File: src/rtl/clk_en_gen_pkg.sv
// -----------------------------------------------------------------------------
// clk_en_gen_pkg
// Shared types and constants for the lock-qualified clock-enable generator.
//   state_e      : lock FSM states (WAIT_LOCK, STABILISE, RUN)
//   LossCntWidth : width of the lock-loss counter
//   LossCntMax   : saturation value of the lock-loss counter
// -----------------------------------------------------------------------------
package clk_en_gen_pkg;

    typedef enum logic [1:0] {
        WAIT_LOCK = 2'd0,
        STABILISE = 2'd1,
        RUN       = 2'd2
    } state_e;

    localparam int                      LossCntWidth = 8;
    localparam logic [LossCntWidth-1:0] LossCntMax   = 8'hFF;

endpackage

File: src/rtl/clk_en_gen_chan.sv
// -----------------------------------------------------------------------------
// clk_en_gen_chan
// One enable channel: period counter, active and pending divide values, and
// the strobe decode.
// Ports:
//   clk_i    : system clock
//   rst_i    : synchronous active-high reset
//   run_i    : generator is in RUN (registered)
//   sync_i   : realign counter to zero (already qualified with RUN)
//   div_we_i : write strobe for div_i
//   div_i    : new divide value (strobe period = div + 1)
//   clk_en_o : one-cycle enable strobe
// -----------------------------------------------------------------------------
module clk_en_gen_chan #(
    parameter int DivWidth   = 16,
    parameter int DefaultDiv = 0
) (
    input  logic                clk_i,
    input  logic                rst_i,
    input  logic                run_i,
    input  logic                sync_i,
    input  logic                div_we_i,
    input  logic [DivWidth-1:0] div_i,
    output logic                clk_en_o
);

    logic [DivWidth-1:0] cnt_q, cnt_d;
    logic [DivWidth-1:0] div_act_q, div_act_d;
    logic [DivWidth-1:0] div_pend_q, div_pend_d;
    logic                pend_q, pend_d;

    logic                wrap;
    logic                apply;
    logic [DivWidth-1:0] div_next;

    // Strobe is a decode of registers only, so it is glitch-free downstream.
    assign wrap     = run_i && (cnt_q == div_act_q);
    assign clk_en_o = wrap;

    // A new divide may only take effect at a period boundary (wrap or sync).
    // Outside RUN the counter is parked at zero, so there is no period to
    // protect and writes land at once.
    assign apply    = !run_i || wrap || sync_i;
    // A write in the applying cycle wins over an older pending value.
    assign div_next = div_we_i ? div_i : (pend_q ? div_pend_q : div_act_q);

    // NOTE: every combinational output gets a default first, so no path
    // leaves a signal unassigned and no latch is inferred.
    always_comb begin
        cnt_d      = cnt_q;
        div_act_d  = div_act_q;
        div_pend_d = div_pend_q;
        pend_d     = pend_q;
        if (apply) begin
            cnt_d     = '0;
            div_act_d = div_next;
            pend_d    = 1'b0;
        end else begin
            cnt_d = cnt_q + DivWidth'(1);
            if (div_we_i) begin
                div_pend_d = div_i;
                pend_d     = 1'b1;
            end
        end
    end

    always_ff @(posedge clk_i) begin
        if (rst_i) begin
            cnt_q      <= '0;
            div_act_q  <= DivWidth'(DefaultDiv);
            div_pend_q <= '0;
            pend_q     <= 1'b0;
        end else begin
            cnt_q      <= cnt_d;
            div_act_q  <= div_act_d;
            div_pend_q <= div_pend_d;
            pend_q     <= pend_d;
        end
    end

endmodule

File: src/rtl/prim_flop_2sync.sv
// -----------------------------------------------------------------------------
// prim_flop_2sync
// Two-flop synchroniser for bringing an asynchronous level into clk_i.
// Ports:
//   clk_i  : destination clock
//   rst_i  : synchronous active-high reset, both stages load ResetValue
//   d_i    : asynchronous input
//   q_o    : synchronised output (two cycles of latency)
// -----------------------------------------------------------------------------
module prim_flop_2sync #(
    parameter int               Width      = 1,
    parameter logic [Width-1:0] ResetValue = '0
) (
    input  logic             clk_i,
    input  logic             rst_i,
    input  logic [Width-1:0] d_i,
    output logic [Width-1:0] q_o
);

    logic [Width-1:0] stage1_q;
    logic [Width-1:0] stage2_q;

    // NOTE: sequential state uses non-blocking assignments so every flop
    // samples the pre-edge value; blocking here would collapse the two stages.
    always_ff @(posedge clk_i) begin
        if (rst_i) begin
            stage1_q <= ResetValue;
            stage2_q <= ResetValue;
        end else begin
            stage1_q <= d_i;
            stage2_q <= stage1_q;
        end
    end

    assign q_o = stage2_q;

endmodule

File: src/rtl/clk_en_gen.sv
// -----------------------------------------------------------------------------
// clk_en_gen
// Lock-qualified clock-enable generator. Waits for a stable PLL lock, then
// emits NumChannels independent one-cycle enable strobes at programmable
// divide ratios, plus a synchronous reset for downstream logic.
// Optional feature macro: CLK_EN_GEN_LOSS_COUNT_EN -- when defined, a
// saturating count of lock losses in RUN is kept; otherwise
// lock_loss_cnt_o is tied to zero.
// Ports:
//   clk_sys_i       : system clock
//   rst_sys_i       : synchronous active-high reset
//   pll_locked_i    : raw asynchronous PLL lock
//   div_i           : per-channel divide, channel i at [i*DivWidth +: DivWidth]
//   div_we_i        : per-channel write strobe for div_i
//   sync_i          : realign all channel counters to zero (RUN only)
//   clk_en_o        : per-channel one-cycle enable strobes
//   ready_o         : high in RUN
//   rst_out_o       : downstream reset, equals !ready_o
//   lock_loss_cnt_o : saturating lock-loss count
// -----------------------------------------------------------------------------
module clk_en_gen
    import clk_en_gen_pkg::*;
#(
    parameter int NumChannels      = 4,
    parameter int DivWidth         = 16,
    parameter int LockStableCycles = 1024,
    parameter int DefaultDiv       = 0
) (
    input  logic                            clk_sys_i,
    input  logic                            rst_sys_i,
    input  logic                            pll_locked_i,
    input  logic [NumChannels*DivWidth-1:0] div_i,
    input  logic [NumChannels-1:0]          div_we_i,
    input  logic                            sync_i,
    output logic [NumChannels-1:0]          clk_en_o,
    output logic                            ready_o,
    output logic                            rst_out_o,
    output logic [LossCntWidth-1:0]         lock_loss_cnt_o
);

    localparam int StableW = (LockStableCycles > 1) ? $clog2(LockStableCycles) : 1;
    localparam logic [StableW-1:0] StableLast = StableW'(LockStableCycles - 1);

    logic               lock_s;
    state_e             state_q;
    logic [StableW-1:0] stable_cnt_q;
    logic               ready_q;
    logic               sync_run;

    prim_flop_2sync #(
        .Width      (1),
        .ResetValue (1'b0)
    ) u_lock_sync (
        .clk_i (clk_sys_i),
        .rst_i (rst_sys_i),
        .d_i   (pll_locked_i),
        .q_o   (lock_s)
    );

    // ready_q is registered alongside the state so it is exactly (state == RUN).
    always_ff @(posedge clk_sys_i) begin
        if (rst_sys_i) begin
            state_q      <= WAIT_LOCK;
            stable_cnt_q <= '0;
            ready_q      <= 1'b0;
        end else begin
            unique case (state_q)
                WAIT_LOCK: begin
                    if (lock_s) begin
                        state_q      <= STABILISE;
                        stable_cnt_q <= '0;
                    end
                end
                STABILISE: begin
                    if (!lock_s) begin
                        state_q      <= WAIT_LOCK;
                        stable_cnt_q <= '0;
                    end else if (stable_cnt_q == StableLast) begin
                        state_q <= RUN;
                        ready_q <= 1'b1;
                    end else begin
                        stable_cnt_q <= stable_cnt_q + StableW'(1);
                    end
                end
                RUN: begin
                    if (!lock_s) begin
                        state_q <= WAIT_LOCK;
                        ready_q <= 1'b0;
                    end
                end
                default: begin
                    state_q      <= WAIT_LOCK;
                    stable_cnt_q <= '0;
                    ready_q      <= 1'b0;
                end
            endcase
        end
    end

`ifdef CLK_EN_GEN_LOSS_COUNT_EN
    logic [LossCntWidth-1:0] loss_cnt_q;

    always_ff @(posedge clk_sys_i) begin
        if (rst_sys_i) begin
            loss_cnt_q <= '0;
        end else if (ready_q && !lock_s && (loss_cnt_q != LossCntMax)) begin
            loss_cnt_q <= loss_cnt_q + LossCntWidth'(1);
        end
    end

    assign lock_loss_cnt_o = loss_cnt_q;
`else
    assign lock_loss_cnt_o = '0;
`endif

    assign ready_o   = ready_q;
    assign rst_out_o = ~ready_q;
    assign sync_run  = sync_i & ready_q;

    for (genvar g = 0; g < NumChannels; g++) begin : g_chan
        clk_en_gen_chan #(
            .DivWidth   (DivWidth),
            .DefaultDiv (DefaultDiv)
        ) u_chan (
            .clk_i    (clk_sys_i),
            .rst_i    (rst_sys_i),
            .run_i    (ready_q),
            .sync_i   (sync_run),
            .div_we_i (div_we_i[g]),
            .div_i    (div_i[g*DivWidth +: DivWidth]),
            .clk_en_o (clk_en_o[g])
        );
    end

endmodule
File: config.mk
export PLATFORM = sky130hd
export DESIGN_NAME = clk_en_gen
export DESIGN_NICKNAME = d
export VERILOG_FILES = /design/src/rtl/clk_en_gen_pkg.sv /design/src/rtl/clk_en_gen_chan.sv /design/src/rtl/prim_flop_2sync.sv /design/src/rtl/clk_en_gen.sv
export SDC_FILE = /design/constraint.sdc
export NUM_CORES = 1
export LEC_CHECK = 0
export ABC_AREA = 1
export CAP_MARGIN = 25
export CORE_ASPECT_RATIO = 0.6
export CORE_MARGIN = 2
export CORE_UTILIZATION = 50
export CTS_BUF_LIST = sky130_fd_sc_hd__clkbuf_8 sky130_fd_sc_hd__clkbuf_16
export CTS_CLUSTER_SIZE = 24
export DETAILED_ROUTE_END_ITERATION = 12
export GPL_TIMING_DRIVEN = 0
export HOLD_SLACK_MARGIN = 0.15
export PLACE_DENSITY = 0.76
export SLEW_MARGIN = 20
export SYNTH_ARGS = -nofsm -noshare
export SYNTH_HDL_FRONTEND = slang
export SYNTH_SLANG_ARGS = --single-unit
File: constraint.sdc
create_clock -name clk_sys_i -period 4.55 [get_ports clk_sys_i]
set_clock_uncertainty 0.1 [all_clocks]
set_input_delay 0.91 -clock clk_sys_i [delete_from_list [all_inputs] [get_ports clk_sys_i]]
set_output_delay 0.91 -clock clk_sys_i [all_outputs]
set_load 0.05 [all_outputs]
# Word-level counts from Yosys, hierarchy flattened
# Index checks and enable logic that the tools add are counted.
word_totals:
  ff_bits: 211
  input_bits: 72
  output_inout_bits: 14
  elab_cells: 101
classes:
  addsub: 5
  n_eq_ne: 13
  mux: 21
  bitwise: 8
  n_reduce_logical: 33
ops:
  columns: ["operator", "n"]
  rows:
  - ["16-bit 2-to-1 mux", 8]
  - ["16-bit by 1-bit adder with 16-bit output (second input constant)", 4]
  - ["16-bit equality test", 4]
  - ["10-bit 2-to-1 mux", 3]
  - ["10-bit one-hot mux with 3 select lines", 1]
  - ["2-bit AND reduction", 8]
  - ["10-bit by 1-bit adder with 10-bit output (second input constant)", 1]
  - ["10-bit equality test (second input constant)", 1]
  - ["1-bit logical OR", 8]
  - ["2-bit 2-to-1 mux", 4]
  - ["2-bit nonzero test", 4]
  - ["2-bit OR reduction", 4]
  - ["1-bit inverter", 7]
  - ["3-bit inequality test (second input constant)", 2]
  - ["2-bit one-hot mux with 3 select lines", 1]
  - ["3-bit AND reduction", 2]
  - ["1-bit logical AND", 4]
  - ["2-bit by 1-bit inequality test with 1-bit output (second input constant)", 2]
  - ["2-bit inequality test (second input constant)", 2]
  - ["4-bit AND reduction", 1]
  - ["1-bit 2-to-1 mux", 3]
  - ["1-bit one-hot mux with 3 select lines", 1]
  - ["2-bit by 1-bit equality test with 1-bit output (second input constant)", 1]
  - ["2-bit equality test (second input constant)", 1]
  - ["3 further kinds", 3]

# Longest topological paths before layout
# Gate-level depths: netlist of run 1.
logic_depth:
  ltp_word: 6
  depth_mapped: 13
  ltp_nobuf: 12

# Hierarchy
# Synthesis of run 1 repeated with hierarchy kept, for this count alone.
hier_totals:
  hier_cells: 1760
  hier_area_um2: 10836.6
by_module_without_submodules:
  columns: ["module", "instances", "cells_each", "area_per_inst_um2", "seq_area_each_um2"]
  rows:
  - ["clk_en_gen_chan", 4, 407, 2481.1, 980.9]
  - ["clk_en_gen", 1, 126, 857.1, 260.2]
  - ["prim_flop_2sync", 1, 6, 55.1, 40.0]

# Worst setup path before layout of run 1
# OpenSTA, ideal clock, no wires.
synth_path:
  path_type: "register to output"
  from: "register ready_q (netlist: ready_o)"
  to: "output clk_en_o[0]"
  t_arrival_ps: 1422
  required_time_ps: 3540
  slack_ps: 2118
  stages_incl_launch_ff: 4
  n_path_buf: 1
  cell_sequence: "dfxtp_1 inv_1 nor2_1 buf_4"
synth_between:
  elab_chain_cells: 1
synth_rtl:
  columns: ["element", "line", "rtl"]
  rows:
  - ["from (decl)", "clk_en_gen.sv:47", "logic ready_q;"]
  - ["from (signal assigned)", "clk_en_gen.sv:65", "ready_q <= 1'b0;"]
  - ["from (signal assigned)", "clk_en_gen.sv:80", "ready_q <= 1'b1;"]
  - ["from (signal assigned)", "clk_en_gen.sv:88", "ready_q <= 1'b0;"]
  - ["1-bit logical AND", "clk_en_gen_chan.sv:37", "assign wrap = run_i && (cnt_q == div_act_q);"]
  - ["to (decl)", "clk_en_gen.sv:35", "output logic [NumChannels-1:0] clk_en_o,"]
# Every way passes these cells.

# Worst setup path in the final report of run 1
layout_path:
  from: "register g_chan[0].u_chan.cnt_q[3]"
  to: "output clk_en_o[0]"
layout_between:
  elab_chain_cells: 2
layout_rtl:
  columns: ["element", "line", "rtl"]
  rows:
  - ["from (decl)", "clk_en_gen_chan.sv:27", "logic [DivWidth-1:0] cnt_q, cnt_d;"]
  - ["from (signal assigned)", "clk_en_gen_chan.sv:74", "cnt_q <= cnt_d;"]
  - ["16-bit equality test", "clk_en_gen_chan.sv:37", null]
  - ["1-bit logical AND", "clk_en_gen_chan.sv:37", null]
# Every way passes these cells.

==> report_table.html, run 1 <==
<table>
<tr><th>Metric</th><th>Value</th></tr>
<tr><th colspan="2">Outcome</th></tr>
<tr><td>Result of the run</td><td>complete, no violations</td></tr>
<tr><th colspan="2">Placement</th></tr>
<tr><td>Port buffer count</td><td>72</td></tr>
<tr><td>Area of placed instances</td><td>around 12000 um^2</td></tr>
<tr><td>Post-DP HPWL</td><td>19100 um</td></tr>
<tr><td>Weighted congestion at the end of routability-driven global placement</td><td>0.877</td></tr>
<tr><th colspan="2">Detailed routing</th></tr>
<tr><td>Via count</td><td>10300</td></tr>
<tr><td>Count of nets left with antenna violations after detail routing</td><td>0</td></tr>
<tr><td>Drt via density</td><td>~4.8</td></tr>
<tr><td>Drt pass-1 iters</td><td>5</td></tr>
<tr><td>DRC violation total after the first TritonRoute iteration</td><td>roughly 730</td></tr>
<tr><td>Routed wire length</td><td>about 26000 um</td></tr>
<tr><td>Post-detailed-route DRC marker count</td><td>0</td></tr>
<tr><td>Average wire per cell in the routed design</td><td>~12 um</td></tr>
<tr><th colspan="2">Worst hold path</th></tr>
<tr><td>Startpoint of the lowest-slack hold path</td><td>u_lock_sync.stage1_q$_SDFF_PP0_</td></tr>
<tr><td>Hold Path Stages</td><td>2</td></tr>
<tr><td>Hold Path Class</td><td>flip-flop to flip-flop</td></tr>
<tr><td>End of the worst hold path</td><td>u_lock_sync.q_o$_SDFF_PP0_</td></tr>
<tr><th colspan="2">Die</th></tr>
<tr><td>Height of the die</td><td>approximately 120 um</td></tr>
<tr><td>DIE AREA</td><td>around 23000 um^2</td></tr>
<tr><td>Effective utilization at floorplan</td><td>slightly above 50%</td></tr>
<tr><td>Std-Cell Rows</td><td>41</td></tr>
<tr><td>Die span in x</td><td>just under 200 um</td></tr>
<tr><td>Placeable core region</td><td>21000 um^2</td></tr>
<tr><td>Ports</td><td>86</td></tr>
<tr><th colspan="2">Power</th></tr>
<tr><td>Peak supply drop</td><td>roughly 250 uV</td></tr>
<tr><td>Power Total</td><td>about 4.0 mW</td></tr>
<tr><td>P per Cell Area</td><td>between 300 and 400 nW/um^2</td></tr>
<tr><td>Reported leakage power</td><td>about 5.8 nW</td></tr>
<tr><th colspan="2">Critical path</th></tr>
<tr><td>Worst reg2reg path startpoint</td><td>ready_o$_SDFFE_PP0P_</td></tr>
<tr><td>Sequence of cells on the critical path</td><td>inv_1 &gt; nand2_1 &gt; nand2_1 &gt; nor2_1 &gt; nand2_1 &gt; nor2_1 &gt; nand2_2 &gt; nor2_1 &gt; buf_4 &gt; clkdlybuf4s50_1</td></tr>
<tr><td>Worst-case register-to-register setup slack</td><td>between 2 and 2.5 ns</td></tr>
<tr><td>Slowest CP cell</td><td>sky130_fd_sc_hd__clkdlybuf4s50_1</td></tr>
<tr><td>Reg2Reg Depth</td><td>6</td></tr>
<tr><td>Top Family by Delay on Critical Path</td><td>buffers and inverters</td></tr>
<tr><td>Type of destination of the critical path</td><td>output pin</td></tr>
<tr><td>Bufs and invs on worst path</td><td>3</td></tr>
<tr><td>Startpoint type of the worst setup path</td><td>flip-flop</td></tr>
<tr><td>Arrival time at the worst endpoint</td><td>2.65 ns</td></tr>
<tr><td>Data required, critical path</td><td>around 3.5 ns</td></tr>
<tr><td>Start-to-end type of the worst setup path</td><td>flip-flop to output pin</td></tr>
<tr><td>Maximum single-stage delay on the critical path</td><td>between 0.7 and 0.8 ns</td></tr>
<tr><td>Reg2Reg Capture Point</td><td>g_chan[0].u_chan.cnt_q[11]$_SDFF_PP0_</td></tr>
<tr><td>Maximum net fanout on the critical path</td><td>5</td></tr>
<tr><th colspan="2">Finish</th></tr>
<tr><td>Highest-count cells in the layout ignoring fill and taps</td><td>sky130_fd_sc_hd__nand2_1, sky130_fd_sc_hd__nor2_1, sky130_fd_sc_hd__inv_1</td></tr>
<tr><td>Cell area after layout</td><td>about 12000 um^2</td></tr>
<tr><td>Post-layout nets</td><td>1929</td></tr>
<tr><td>Most common cell after layout, fill and taps aside</td><td>sky130_fd_sc_hd__nand2_1</td></tr>
<tr><td>Number of filler cells placed in the layout</td><td>around 2000</td></tr>
<tr><td>Area growth syn-to-layout</td><td>16.2%</td></tr>
<tr><td># diodes</td><td>0</td></tr>
<tr><td>Share of layout cells above drive strength 1</td><td>a little under 7%</td></tr>
<tr><th colspan="2">Logic synthesis</th></tr>
<tr><td>Async set or reset register ratio after synthesis</td><td>0%</td></tr>
<tr><td>Area fraction of the dominant cell type after synthesis</td><td>about two fifths</td></tr>
<tr><td>Most common flop cell mapped by yosys</td><td>sky130_fd_sc_hd__dfxtp_1</td></tr>
<tr><td>Synth Cell Area</td><td>10700 um^2</td></tr>
<tr><td>Number of warnings reported in the yosys synthesis log</td><td>0</td></tr>
<tr><td>Synthesized instance count</td><td>roughly 1800</td></tr>
<tr><td>Cell taking the most area after synthesis</td><td>sky130_fd_sc_hd__dfxtp_1</td></tr>
<tr><td>Number of distinct library cells after synthesis</td><td>37</td></tr>
<tr><td>FF+latch count, synth</td><td>between 200 and 250</td></tr>
<tr><td>Average footprint of a synthesized cell</td><td>6.14 um^2</td></tr>
<tr><td>Biggest area contributors in the synthesized netlist</td><td>sky130_fd_sc_hd__dfxtp_1, sky130_fd_sc_hd__nand2_1, sky130_fd_sc_hd__nor2_1</td></tr>
<tr><td>Register area share after synthesis</td><td>39.3%</td></tr>
<tr><td>Count of flip-flops with a built-in enable after synthesis</td><td>0</td></tr>
<tr><th colspan="2">Clocking</th></tr>
<tr><td>Root Buffer Master</td><td>sky130_fd_sc_hd__clkbuf_16</td></tr>
<tr><td>Maximum level of the CTS H-tree</td><td>1</td></tr>
<tr><td>Later-pin clock latency in the skew report</td><td>around 0.50 ns</td></tr>
<tr><td>Clock buffers created by TritonCTS</td><td>21</td></tr>
<tr><td>Buffer depth of the longest clock path</td><td>3</td></tr>
<tr><td>Quantity of hold-fixing buffers added after cts</td><td>0</td></tr>
<tr><td>CTS tree</td><td>built</td></tr>
<tr><td>Count of clock tree sinks</td><td>between 200 and 250</td></tr>
<tr><td>Count of buffers added by post-CTS timing repair for setup</td><td>0</td></tr>
<tr><td>Clock-pin transition on the worst setup and hold timing paths</td><td>roughly 0.060 ns</td></tr>
<tr><td>Cells resized by post-CTS repair</td><td>0</td></tr>
<tr><th colspan="2">GRT</th></tr>
<tr><td>Vias in the first global route</td><td>approximately 9300</td></tr>
<tr><td>First-pass GRT wire length</td><td>43200 um</td></tr>
<tr><td>Pin count of the biggest net entering global routing</td><td>15</td></tr>
<tr><td>Total congestion overflow</td><td>0</td></tr>
<tr><td>GRT Total Usage</td><td>22.3%</td></tr>
<tr><td>Antenna violations before repair</td><td>1</td></tr>
<tr><th colspan="2">STA</th></tr>
<tr><td>Tightest slew margin relative to the limit</td><td>54.8%</td></tr>
<tr><td>Final cycle utilization of the critical path</td><td>80.3%</td></tr>
<tr><td>Unrepaired setup endpoints after global routing</td><td>false</td></tr>
<tr><td>Fin crit period</td><td>approximately 3.7 ns</td></tr>
<tr><td>Actual transition at the worst max-transition pin</td><td>0.673 ns</td></tr>
<tr><td>FMAX</td><td>274 MHz</td></tr>
<tr><td>Slew Limit Fails</td><td>0</td></tr>
<tr><td>Final total negative setup slack</td><td>0 ns</td></tr>
<tr><td>Number of failing hold endpoints at the final stage</td><td>0</td></tr>
<tr><td>Final count of negative-setup-slack endpoints</td><td>0</td></tr>
<tr><th colspan="2">Job</th></tr>
<tr><td>Max capacitance violation total</td><td>0</td></tr>
</table>
registers in the layout (all words and copies together), names as in the netlist:
register and count:
g_chan.u_chan.cnt_q 64, g_chan.u_chan.div_act_q 64, g_chan.u_chan.div_pend_q 64, stable_cnt_q 10, g_chan.u_chan.pend_q 4, state_q 2
ready_o 1, u_lock_sync.q_o 1, u_lock_sync.stage1_q 1
synthesized netlist by cell type (all sizes together), types with 2 or more instances:
master,n
dfxtp,211
a21oi,31
inv,227
nor3b,7
buf,49
nand2,623
clkbuf,24
o21ai,75
nand4,14
nor3,21
nor4,4
xnor2,2
or2,5
ha,5
nor2,383
xor2,24
nand3,37
area by class of cell:
class,instances,area [um^2],share of cell area [%]
timing repair buffer,72,721,5.77
tap,279,349,2.80
multi-input combinational,1245,5270,42.2
clock inverter,9,68.8,0.551
clock buffer,25,581,4.65
sequential,211,4220,33.8
buffer,73,423,3.39
inverter,228,856,6.85
worst max path at each step:
stage | from | endpoint | slack [ns] | cells after the start
2_1_floorplan | ready_o$_SDFFE_PP0P_ | clk_en_o[0] | 2.12 | 3
3_3_place_gp | g_chan[0].u_chan.cnt_q[3]$_SDFF_PP0_ | clk_en_o[0] | 1.46 | 10
4_1_cts | g_chan[0].u_chan.cnt_q[3]$_SDFF_PP0_ | clk_en_o[0] | 0.89 | 10
3_5_place_dp | g_chan[0].u_chan.cnt_q[3]$_SDFF_PP0_ | clk_en_o[0] | 1.43 | 10
5_1_grt | g_chan[0].u_chan.cnt_q[0]$_SDFF_PP0_ | clk_en_o[0] | 0.75 | 10
6_report | g_chan[0].u_chan.cnt_q[3]$_SDFF_PP0_ | clk_en_o[0] | 0.89 | 10
power by group:
group          total (mW)  switching [mW]  internal [mW]  leakage (nW)
clock                1.68           0.721          0.957         0.333
combinational       0.373           0.224          0.149          3.71
sequential           1.91          0.0199           1.89          1.71
total                3.96           0.966           2.99          5.76
logic make-up after synthesis:
logic type      count (synthesis)  share of synthesized area (%)
compound gates                111                           5.32
xor+xnor                       26                           2.12
fa+ha+maj                       5                          0.582
buf+inv                       301                           11.9
flops                         211                           39.3
other cells                     1                         0.0349
simple gates                 1095                           40.7
worst min-delay path: stages, from the launching register on:
cell                      delay, ns
sky130_fd_sc_hd__dfxtp_1       0.30
sky130_fd_sc_hd__inv_1         0.05
sky130_fd_sc_hd__nor2_1        0.03
per-stage QoR:
stage	setup WS [ns]	hold slack (ns)	cells	util, %
finish	0.895	0.314	2142	59.4
global route	0.749	0.328	2142	59.4
CTS	0.892	0.317	2142	59.4
detailed placement	1.43	0.297	2108	56.3
global placement	1.46	0.290	2108	56.3
floorplan	2.12	0.288	1757	-
routing by layer:
metal	part of all wire, %	global-route usage (%)	vias up
met3	6.1	3.95	35
met1	52	33.6	4563
met4	2.1	4.91	2
met2	40	32.9	253
li1	-	-	5415
met5	0.050	0	-
No activity file was read; power rests on OpenSTA's default activity.
==> run 2: changes to the inputs <==
--- a/config.mk
+++ b/config.mk
@@ -15,7 +15,7 @@
 export DETAILED_ROUTE_END_ITERATION = 12
 export GPL_TIMING_DRIVEN = 0
 export HOLD_SLACK_MARGIN = 0.15
-export PLACE_DENSITY = 0.76
+export PLACE_DENSITY = 0.79
 export SLEW_MARGIN = 20
 export SYNTH_ARGS = -nofsm -noshare
 export SYNTH_HDL_FRONTEND = slang
==> constraint.sdc (replaced) <==
create_clock -name clk_sys_i -period 3.1 [get_ports clk_sys_i]
set_clock_uncertainty 0.1 [all_clocks]
set_input_delay 0.62 -clock clk_sys_i [delete_from_list [all_inputs] [get_ports clk_sys_i]]
set_output_delay 0.62 -clock clk_sys_i [all_outputs]
set_load 0.05 [all_outputs]
==> run 2 against run 1 <==
  * Wire length rose by 1.3%
  * Clock power rose by 58%
  * Worst hold slack improved by 0.032 ns
  * First-iteration DRC count rose by 16%
  * Sequential share of layout area fell by 0.12 points
  * Count of clock-buffer cells in the layout did not move
  * Combinational power rose by 47%
  * Via count rose by 0.94%
  * Critical path type unchanged
  * Die area did not move
==> report_table.html, run 2 (synthesized netlist as in run 1, its figures left out) <==
<table>
<tr><th>Metric</th><th>Value</th></tr>
<tr><th colspan="2">Placement</th></tr>
<tr><td>Weighted congestion at the end of routability-driven global placement</td><td>0.877 (about the same)</td></tr>
<tr><td>Number of cells after detailed placement</td><td>2108 (unchanged)</td></tr>
<tr><td>Port buffer count</td><td>72 (unchanged)</td></tr>
<tr><td>Post-DP HPWL</td><td>19300 um (+1.0%)</td></tr>
<tr><th colspan="2">GRT</th></tr>
<tr><td>First-pass GRT wire length</td><td>44300 um (+2.7%)</td></tr>
<tr><td>Met1 Track Usage GR</td><td>35.3% (+1.7 points)</td></tr>
<tr><td>Pin count of the biggest net entering global routing</td><td>15 (unchanged)</td></tr>
<tr><td>Vias in the first global route</td><td>9303 (+0.13%)</td></tr>
<tr><td>Global routing met3 resource utilization</td><td>3.09% (-0.86 points)</td></tr>
<tr><td>Antenna violations before repair</td><td>0 (-1)</td></tr>
<tr><td>Global-route met2 utilization</td><td>33.7% (+0.80 points)</td></tr>
<tr><td>Peak-usage layer in the global routing report</td><td>met1</td></tr>
<tr><td>GRT Total Usage</td><td>22.9% (+0.58 points)</td></tr>
<tr><td>Total congestion overflow</td><td>0 (unchanged)</td></tr>
<tr><th colspan="2">Power</th></tr>
<tr><td>Peak supply drop</td><td>447 uV (+80%)</td></tr>
<tr><td>P per Cell Area</td><td>478 nW/um^2 (+51%)</td></tr>
<tr><td>Reported leakage power</td><td>5.80 nW (+0.67%)</td></tr>
<tr><th colspan="2">Finish</th></tr>
<tr><td>Cell Count, Final, Fillers Out</td><td>2145 (+0.14%)</td></tr>
<tr><td>Area growth syn-to-layout</td><td>16.7%</td></tr>
<tr><td>Post-layout nets</td><td>1929 (unchanged)</td></tr>
<tr><td>Highest-count cells in the layout ignoring fill and taps</td><td>sky130_fd_sc_hd__nand2_1, sky130_fd_sc_hd__nor2_1, sky130_fd_sc_hd__inv_1</td></tr>
<tr><td>Leading registers by flop count</td><td>g_chan.u_chan.cnt_q (64), g_chan.u_chan.div_act_q (64), g_chan.u_chan.div_pend_q (64)</td></tr>
<tr><td>Share of layout cells above drive strength 1</td><td>7.07% (+0.31 points)</td></tr>
<tr><td>Most common cell after layout, fill and taps aside</td><td>sky130_fd_sc_hd__nand2_1</td></tr>
<tr><td># diodes</td><td>0 (unchanged)</td></tr>
<tr><th colspan="2">Critical path</th></tr>
<tr><td>Top Family by Delay on Critical Path</td><td>simple AND/OR/NAND/NOR gates</td></tr>
<tr><td>Type of destination of the critical path</td><td>output pin</td></tr>
<tr><td>Bufs and invs on worst path</td><td>3 (unchanged)</td></tr>
<tr><td>Slowest CP cell</td><td>sky130_fd_sc_hd__dfxtp_1</td></tr>
<tr><td>Maximum single-stage delay on the critical path</td><td>0.46 ns (-0.32 ns)</td></tr>
<tr><td>Startpoint type of the worst setup path</td><td>flip-flop</td></tr>
<tr><td>Maximum net fanout on the critical path</td><td>5 (unchanged)</td></tr>
<tr><td>Data required, critical path</td><td>2.38 ns (-1.16 ns)</td></tr>
<tr><td>Arrival time at the worst endpoint</td><td>2.10 ns (-0.55 ns)</td></tr>
<tr><td>Start-to-end type of the worst setup path</td><td>flip-flop to output pin</td></tr>
<tr><td>Sequence of cells on the critical path</td><td>inv_1 &gt; nand2_1 &gt; nand2_1 &gt; nor2_1 &gt; nand2_1 &gt; nor2_1 &gt; nand2_2 &gt; nor2_1 &gt; buf_4 &gt; clkbuf_2</td></tr>
<tr><th colspan="2">Job</th></tr>
<tr><td>Max capacitance violation total</td><td>0 (unchanged)</td></tr>
<tr><th colspan="2">Clocking</th></tr>
<tr><td>CTS tree</td><td>built</td></tr>
<tr><td>Clock buffers created by TritonCTS</td><td>21 (unchanged)</td></tr>
<tr><td>Buffer depth of the longest clock path</td><td>3 (unchanged)</td></tr>
<tr><td>Count of buffers added by post-CTS timing repair for setup</td><td>0 (unchanged)</td></tr>
<tr><td>Count of clock tree sinks</td><td>211 (unchanged)</td></tr>
<tr><td>Root Buffer Master</td><td>sky130_fd_sc_hd__clkbuf_16</td></tr>
<tr><td>Clock-pin transition on the worst setup and hold timing paths</td><td>0.06 ns (about the same)</td></tr>
<tr><td>Maximum level of the CTS H-tree</td><td>1 (unchanged)</td></tr>
<tr><td>Later-pin clock latency in the skew report</td><td>0.50 ns (about the same)</td></tr>
<tr><th colspan="2">Die</th></tr>
<tr><td>Effective utilization at floorplan</td><td>51.1% (unchanged)</td></tr>
<tr><td>Std-Cell Rows</td><td>41 (unchanged)</td></tr>
<tr><td>Placeable core region</td><td>21000 um^2 (unchanged)</td></tr>
<tr><td>Ports</td><td>86 (unchanged)</td></tr>
<tr><td>DIE AREA</td><td>22700 um^2 (unchanged)</td></tr>
<tr><td>Die span in x</td><td>193 um (unchanged)</td></tr>
<tr><td>Height of the die</td><td>118 um (unchanged)</td></tr>
<tr><th colspan="2">STA</th></tr>
<tr><td>Unrepaired setup endpoints after global routing</td><td>false</td></tr>
<tr><td>FMAX</td><td>~350 MHz</td></tr>
<tr><td>Final cycle utilization of the critical path</td><td>about nine tenths</td></tr>
<tr><td>Fin crit period</td><td>between 2 and 3 ns</td></tr>
<tr><td>Slew Limit Fails</td><td>0 (unchanged)</td></tr>
<tr><td>Final total negative setup slack</td><td>0 ns (unchanged)</td></tr>
<tr><td>Number of failing hold endpoints at the final stage</td><td>0 (unchanged)</td></tr>
<tr><td>Final count of negative-setup-slack endpoints</td><td>0 (unchanged)</td></tr>
<tr><td>Actual transition at the worst max-transition pin</td><td>0.700 ns (+0.0271 ns)</td></tr>
<tr><td>Tightest slew margin relative to the limit</td><td>52.9% (-1.8 points)</td></tr>
<tr><th colspan="2">Detailed routing</th></tr>
<tr><td>Post-detailed-route DRC marker count</td><td>0 (unchanged)</td></tr>
<tr><td>Drt via density</td><td>4.83 (+0.80%)</td></tr>
<tr><td>Routed wire length</td><td>26100 um (+1.3%)</td></tr>
<tr><td>Count of nets left with antenna violations after detail routing</td><td>0 (unchanged)</td></tr>
<tr><td>DRC violation total after the first TritonRoute iteration</td><td>849 (+16%)</td></tr>
<tr><td>Drt pass-1 iters</td><td>5 (unchanged)</td></tr>
<tr><td>Via count</td><td>10400 (+0.94%)</td></tr>
<tr><td>Average wire per cell in the routed design</td><td>12.2 um (+1.2%)</td></tr>
<tr><th colspan="2">Worst hold path</th></tr>
<tr><td>Hold Path Class</td><td>flip-flop to flip-flop</td></tr>
<tr><th colspan="2">Outcome</th></tr>
<tr><td>Result of the run</td><td>complete, no violations</td></tr>
</table>
-- run 2: cell count changes in the layout (fill, tap and decap cells not counted), sizes merged --
cell           change
clkbuf             +4
clkdlybuf4s50      -4
bufinv             +2
inv                +1
-- run 2: final timing paths --
check / from / end / slack [ns] / depth (start not counted)
min reg2reg: u_lock_sync.stage1_q$_SDFF_PP0_ / u_lock_sync.q_o$_SDFF_PP0_ / 0.35 / 2
min: u_lock_sync.stage1_q$_SDFF_PP0_ / u_lock_sync.q_o$_SDFF_PP0_ / 0.35 / 2
max reg2reg: g_chan[2].u_chan.cnt_q[0]$_SDFF_PP0_ / g_chan[2].u_chan.cnt_q[12]$_SDFF_PP0_ / 1.04 / 8
max: g_chan[2].u_chan.cnt_q[14]$_SDFF_PP0_ / clk_en_o[2] / 0.28 / 10
-- run 2: worst min-delay path, stage by stage, from the launching register on --
cell and delay, ns:
sky130_fd_sc_hd__dfxtp_1 0.30, sky130_fd_sc_hd__inv_1 0.06, sky130_fd_sc_hd__nor2_1 0.04
-- run 2: repair_timing --
item	in CTS	in global routing
pin swaps	0	0
hold buffers	0	0
setup endpoints to repair	4	4
resized for setup	4	8
gates cloned	0	0
-- run 2: area by class of cell --
| cell class | count | area (um^2) |
|---|---|---|
| buffer | 73 | 423 |
| clock buffer | 25 | 581 |
| clock inverter | 12 | 133 |
| fill | 2005 | 8500 |
| inverter | 228 | 856 |
| multi-input combinational | 1245 | 5270 |
| sequential | 211 | 4220 |
| tap | 279 | 349 |
| timing repair buffer | 72 | 701 |
-- run 2: power by group --
group	switching, mW	internal, mW	total, mW
clock network	1.07	1.58	2.65
registers	0.0283	2.77	2.80
logic	0.329	0.219	0.548
total	1.43	4.57	5.99
-- run 2: routing by layer --
layer	part of all wire, %	wire length, um	vias up
met5	0	0	-
li1	-	-	5420
met4	1.8	480	0
met1	52	13600	4660
met3	5.9	1550	34
met2	40	10500	251
-- run 2: per-stage QoR --
| step | total power, mW | setup slack, ns | cell area (um^2) | util, % | hold WS [ns] |
|---|---|---|---|---|---|
| after floorplan | 3.20 | 0.944 | 10800 | - | 0.288 |
| after global placement | 3.39 | 0.317 | 11800 | 56.3 | 0.333 |
| after CTS | 6.04 | 0.0145 | 12500 | 59.7 | 0.348 |
| after detailed placement | 3.39 | 0.285 | 11800 | 56.3 | 0.336 |
| after global routing | 6.23 | 0.156 | 12500 | 59.6 | 0.357 |
| final | 5.99 | 0.278 | 12500 | 59.6 | 0.346 |
